`config.mk`:
```
export PLATFORM = sky130hd
export DESIGN_NAME = pipelined_addsub
export DESIGN_NICKNAME = d
export VERILOG_FILES = /design/src/rtl/pipelined_addsub.sv
export SDC_FILE = /design/constraint.sdc
export NUM_CORES = 1
export LEC_CHECK = 0
export CAP_MARGIN = 20
export CORE_UTILIZATION = 45
export CTS_CLUSTER_DIAMETER = 120
export CTS_CLUSTER_SIZE = 40
export DETAILED_ROUTE_END_ITERATION = 10
export PLACE_DENSITY_LB_ADDON = 0.12
export SYNTH_ARGS = -nofsm -noshare
export SYNTH_HDL_FRONTEND = slang
export SYNTH_SLANG_ARGS = --single-unit
```
`constraint.sdc`:
```
create_clock -name clk -period 2.11 [get_ports clk]
set_input_delay 0.422 -clock clk [delete_from_list [all_inputs] [get_ports clk]]
set_output_delay 0.422 -clock clk [all_outputs]
set_load 0.05 [all_outputs]
```
`src/rtl/pipelined_addsub.sv`:
```
// Pipelined two's-complement add/subtract unit: one carry slice resolved per stage,
// valid/ready on both sides. Define ADDSUB_SATURATE_EN to clamp signed overflow.
module pipelined_addsub #(
  parameter int WIDTH  = 16,
  parameter int STAGES = 2
) (
  input  logic             clk,
  input  logic             rst_n,
  input  logic             in_valid,
  output logic             in_ready,
  input  logic [WIDTH-1:0] in1,
  input  logic [WIDTH-1:0] in2,
  input  logic             sub,
  output logic             out_valid,
  input  logic             out_ready,
  output logic [WIDTH-1:0] out,
  output logic             carry,
  output logic             overflow,
  output logic             zero
);

  localparam int SW = WIDTH / STAGES;

  logic [STAGES-1:0]            vQ, cQ, adv, srcV, srcC, nxtC;
  logic [STAGES-1:0][WIDTH-1:0] aQ, bQ, rQ, srcA, srcB, srcR, nxtR;
  logic                         ovQ, zQ, ovNext, zNext;
  logic                         unusedLastOperands;

  // Adds slice k of a and b with carry-in c, merging the slice into the partial result r.
  function automatic logic [WIDTH:0] resolveSlice(input logic [WIDTH-1:0] a,
                                                  input logic [WIDTH-1:0] b,
                                                  input logic [WIDTH-1:0] r,
                                                  input logic             c,
                                                  input int               k);
    logic [SW:0]      s;
    logic [WIDTH-1:0] res;
    s = {1'b0, a[k*SW +: SW]} + {1'b0, b[k*SW +: SW]} + {{SW{1'b0}}, c};
    res = r;
    res[k*SW +: SW] = s[SW-1:0];
    return {s[SW], res};
  endfunction

  // Back-pressure ripples from the consumer down to the input, with no skid buffer.
  always_comb begin
    adv = '0;
    adv[STAGES-1] = !vQ[STAGES-1] || out_ready;
    for (int k = STAGES - 2; k >= 0; k--) begin
      adv[k] = !vQ[k] || adv[k+1];
    end
  end

  assign in_ready = adv[0];

  always_comb begin
    srcV   = '0;
    srcC   = '0;
    srcA   = '0;
    srcB   = '0;
    srcR   = '0;
    nxtC   = '0;
    nxtR   = '0;
    ovNext = 1'b0;
    zNext  = 1'b0;
    srcV[0] = in_valid;
    srcA[0] = in1;
    srcB[0] = sub ? ~in2 : in2;
    srcC[0] = sub;
    for (int k = 1; k < STAGES; k++) begin
      srcV[k] = vQ[k-1];
      srcA[k] = aQ[k-1];
      srcB[k] = bQ[k-1];
      srcR[k] = rQ[k-1];
      srcC[k] = cQ[k-1];
    end
    for (int k = 0; k < STAGES; k++) begin
      {nxtC[k], nxtR[k]} = resolveSlice(srcA[k], srcB[k], srcR[k], srcC[k], k);
    end
    ovNext = (srcA[STAGES-1][WIDTH-1] == srcB[STAGES-1][WIDTH-1]) &&
             (nxtR[STAGES-1][WIDTH-1] != srcA[STAGES-1][WIDTH-1]);
`ifdef ADDSUB_SATURATE_EN
    if (ovNext) begin
      nxtR[STAGES-1] = srcA[STAGES-1][WIDTH-1] ? {1'b1, {(WIDTH-1){1'b0}}}
                                               : {1'b0, {(WIDTH-1){1'b1}}};
    end
`endif
    zNext = (nxtR[STAGES-1] == '0);
  end

  // Data registers only load when a real operation arrives, so a stalled output holds.
  always_ff @(posedge clk or negedge rst_n) begin
    if (!rst_n) begin
      vQ  <= '0;
      cQ  <= '0;
      aQ  <= '0;
      bQ  <= '0;
      rQ  <= '0;
      ovQ <= 1'b0;
      zQ  <= 1'b0;
    end else begin
      for (int k = 0; k < STAGES; k++) begin
        if (adv[k]) begin
          vQ[k] <= srcV[k];
          if (srcV[k]) begin
            aQ[k] <= srcA[k];
            bQ[k] <= srcB[k];
            rQ[k] <= nxtR[k];
            cQ[k] <= nxtC[k];
          end
        end
      end
      if (adv[STAGES-1] && srcV[STAGES-1]) begin
        ovQ <= ovNext;
        zQ  <= zNext;
      end
    end
  end

  assign unusedLastOperands = &{1'b0, aQ[STAGES-1], bQ[STAGES-1]};

  assign out_valid = vQ[STAGES-1];
  assign out       = rQ[STAGES-1];
  assign carry     = cQ[STAGES-1];
  assign overflow  = ovQ;
  assign zero      = zQ;

endmodule

```
==> flow_metrics.env <==
export IMPL_run_status="complete, but fails checks"
export IMPL_failed_checks="negative setup slack"
export IMPL_synthTopCellsByArea="dfrtp_1 (46%), mux2_2 (10%), ha_1 (7.0%)"
export IMPL_overall_die_height_um=76.76
export IMPL_grt_total_usage_pct=17.72
export IMPL_htree_levels=2
export IMPL_dr_wl_met3_um=246
export IMPL_number_of_routed_nets_with_antenna_violations=0
export IMPL_top_layer_used="met4"
export IMPL_cts_hold_buffers=0
export IMPL_finalMaxSlewViolations=0
export IMPL_clk_pin_slew_ns=0.09
export IMPL_fin_worst_hold_slack_ns=0.1998
export IMPL_critPathKind="reg2reg"
export IMPL_cts_root_buffer_cell="clkbuf_8"
export IMPL_clock_insertion_delay_worst_skew_ns=0.29
export IMPL_max_freq_mhz=442.1
export IMPL_antenna_cells_inserted=0
export IMPL_finish_net_count=364
export IMPL_io_buffer_count=57
export IMPL_place_hpwl_um=3857
export IMPL_routed_wl_met2_um=2267
export IMPL_netlist_top_cell_by_area="dfrtp_1"
export IMPL_maximum_capacitance_violations=0
export IMPL_mappedNetlistArea_um2=2515
export IMPL_fin_skew_ns=0.006108
export IMPL_areaGrowthSynthToFinish_pct=41.59
export IMPL_report_final_setup_viol=4
export IMPL_worst_slack_ns=-0.1520
export IMPL_worst_path_max_fanout=2
export IMPL_routed_wire_length_per_instance_um=13.09
export IMPL_finalWorstPathRequiredPeriod_ns=2.262
export IMPL_seq_area_frac_synth_pct=45.77
export IMPL_yosys_area_top_type_share_pct=45.77
export IMPL_cell_area_power_density_nw_per_um2=1090
export IMPL_gr_total_overflow=0
export IMPL_grt_pass1_vias=1798
export IMPL_met1_length_um=2436
export IMPL_cts_made_buffers=5
export IMPL_core_area_um2=5238
export IMPL_detail_route_wirelength_um=4987
export IMPL_timing_critical_path_arrival_ns=2.45
export IMPL_setup_total_negative_slack_ns=-0.4200
export IMPL_detailed_place_area_um2=3413
export IMPL_initial_utilization_pct=48.02
export IMPL_rrSetupSlack_ns=-0.15
export IMPL_finish_utilization_pct=67.99
export IMPL_yosys_register_bits=46
export IMPL_endpoint_kind="flop"
export IMPL_routed_via_count=1912
export IMPL_grt_setup_unrepaired="true"
export IMPL_gp_congestion=0.8406
export IMPL_finalHoldViolCount=0
export IMPL_chipWidth_um=76.76
export IMPL_finalInstanceArea_um2=3561
export IMPL_post_synth_cell_area_avg_um2=11.38
export IMPL_number_of_remaining_drc_errors=0
export IMPL_grt_pass1_wl_um=8252
export IMPL_fp_dieArea_um2=5891
export IMPL_yosysUniqueCellTypes=44
export IMPL_finalNonFillerCells=381
export IMPL_cts_sinks=46
export IMPL_post_route_cells_drive_above_1_share_pct=26.69
export IMPL_antenna_found_initial=0
export IMPL_timing_worst_slew_pin_value_ns=0.5775
export IMPL_cp_required_ns=2.30
export IMPL_placed_cells_incl_taps=371
export IMPL_vdd_drop_max_mv=0.6395
export IMPL_detail_route_vias_per_cell=5.018
export IMPL_post_place_ws_ns=-0.4718
export IMPL_hp_class="in2async"
export IMPL_drt_initial_drc_count=57
export IMPL_synth_fp_nets=275
export IMPL_yosys_warnings=0
export IMPL_synth_cells=221
export IMPL_cts_max_path_buffers=2
export IMPL_first_drt_pass_iteration_count=4
export IMPL_timing_max_slew_rel_slack_pct=61.50
export IMPL_fp_row_count=26
export IMPL_totalPowerFinal_mw=3.880
export IMPL_leakagePower_nw=1.584
export IMPL_tritoncts="yes"
export IMPL_final_fill_count=428
export IMPL_start_kind="flop"
export IMPL_grt_start_max_net_pins=47
export IMPL_top_level_ports=58
export IMPL_period_share_pct=107.2
## critical path, stage by stage, from the launching register on
cell and delay [ns]:
dfrtp_1 0.42, fa_2 0.41, fa_2 0.36, a21o_1 0.19, a221oi_2 0.27, xnor2_1 0.12, buf_4 0.14, mux2_2 0.25
## layout by cell type (no fill, tap or decap), types with 2 or more instances in the layout
cell type and n:
clkdlybuf4s50_1 51, dfrtp_1 45, buf_4 31, mux2_2 22, nand2_1 20, o21ai_0 17, xnor2_1 15, ha_1 14
xor2_1 11, a21o_1 7, a21oi_1 7, nor2_1 6, clkbuf_8 5, o21ai_1 4, nand2b_1 3, inv_1 3
nor4_1 3, fa_2 3, a21oi_2 2, nor3b_1 2, o31ai_1 2, o21ai_2 2, dlygate4sd2_1 2, buf_12 2
## cell usage after synthesis, drive strengths merged
cell type / instances
dfrtp: 46
mux2: 23
o21ai: 23
nand2: 20
xnor2: 15
ha: 14
xor2: 12
a21oi: 9
a21o: 7
nor2: 6
buf: 5
clkbuf: 3
fa: 3
inv: 3
nand2b: 3
nor4: 3
o31ai: 3
a221oi: 2
a31o: 2
nor3b: 2
a211o: 1
a211oi: 1
a22o: 1
a31oi: 1
and2b: 1
and3: 1
and4: 1
mux2i: 1
nand3: 1
nand3b: 1
nand4: 1
nand4bb: 1
nor2b: 1
nor3: 1
o21a: 1
o21bai: 1
or3b: 1
## path summary, 6_finish.rpt
path | from | endpoint | depth (start not counted)
setup / recovery | cQ[0]$_DFFE_PN0P_ | out[14]$_DFFE_PN0P_ | 7
hold / removal | rst_n | vQ[0]$_DFFE_PN0N_ | 2
setup reg to reg | cQ[0]$_DFFE_PN0P_ | out[14]$_DFFE_PN0P_ | 7
hold reg to reg | out[12]$_DFFE_PN0P_ | out[12]$_DFFE_PN0P_ | 2
max in group asynchronous | rst_n | vQ[1]$_DFFE_PN0P_ | 2
min in group clk | out[12]$_DFFE_PN0P_ | out[12]$_DFFE_PN0P_ | 2
## final cells by class
class,instances,area (um2),area share [%]
multi-input combinational,164,1365,38.33
sequential,46,1152,32.36
timing repair buffer,90,834.6,23.44
tap,70,87.58,2.460
clock buffer,6,72.57,2.038
clock inverter,2,37.54,1.054
inverter,3,11.26,0.3162
## cells by family (layout without fill, tap and decap cells)
group / after synthesis / count (layout) / synth area share, %
adders and majority gates: 17 / 17 / 9.353
xor gates and xnor gates: 27 / 27 / 9.403
and+or+nand+nor: 44 / 44 / 8.906
DFF: 46 / 46 / 45.77
muxes: 24 / 24 / 10.70
AOI/OAI and AO/OA: 52 / 52 / 13.78
buffers and inverters: 11 / 101 / 2.089
## where the power goes
part | internal [mW] | total, mW | leakage [nW] | switching (mW)
Combinational | 0.871 | 1.95 | 0.981 | 1.08
Sequential | 1.13 | 1.28 | 0.551 | 0.150
Clock | 0.354 | 0.649 | 0.0514 | 0.296
Total | 2.35 | 3.88 | 1.58 | 1.53
## timing repair
action,CTS,global route
endpoints found under the setup margin,10,8
buffers inserted,0,2
resized for setup,8,8
pin swaps,1,3
cloned,0,0
## flip-flops by register name, summed over array words and instances, names as in the netlist
name / flops
out: 16
aQ: 8
bQ: 8
nxtR: 8
cQ: 2
vQ: 2
overflow: 1
zero: 1
## per-layer routing
layer	vias up	global-route usage, %
li1	965	-
met1	890	25.06
met2	55	27.14
met3	2	3.810
met4	0	5.192
met5	-	0
Power figures use the tool's default switching activity.
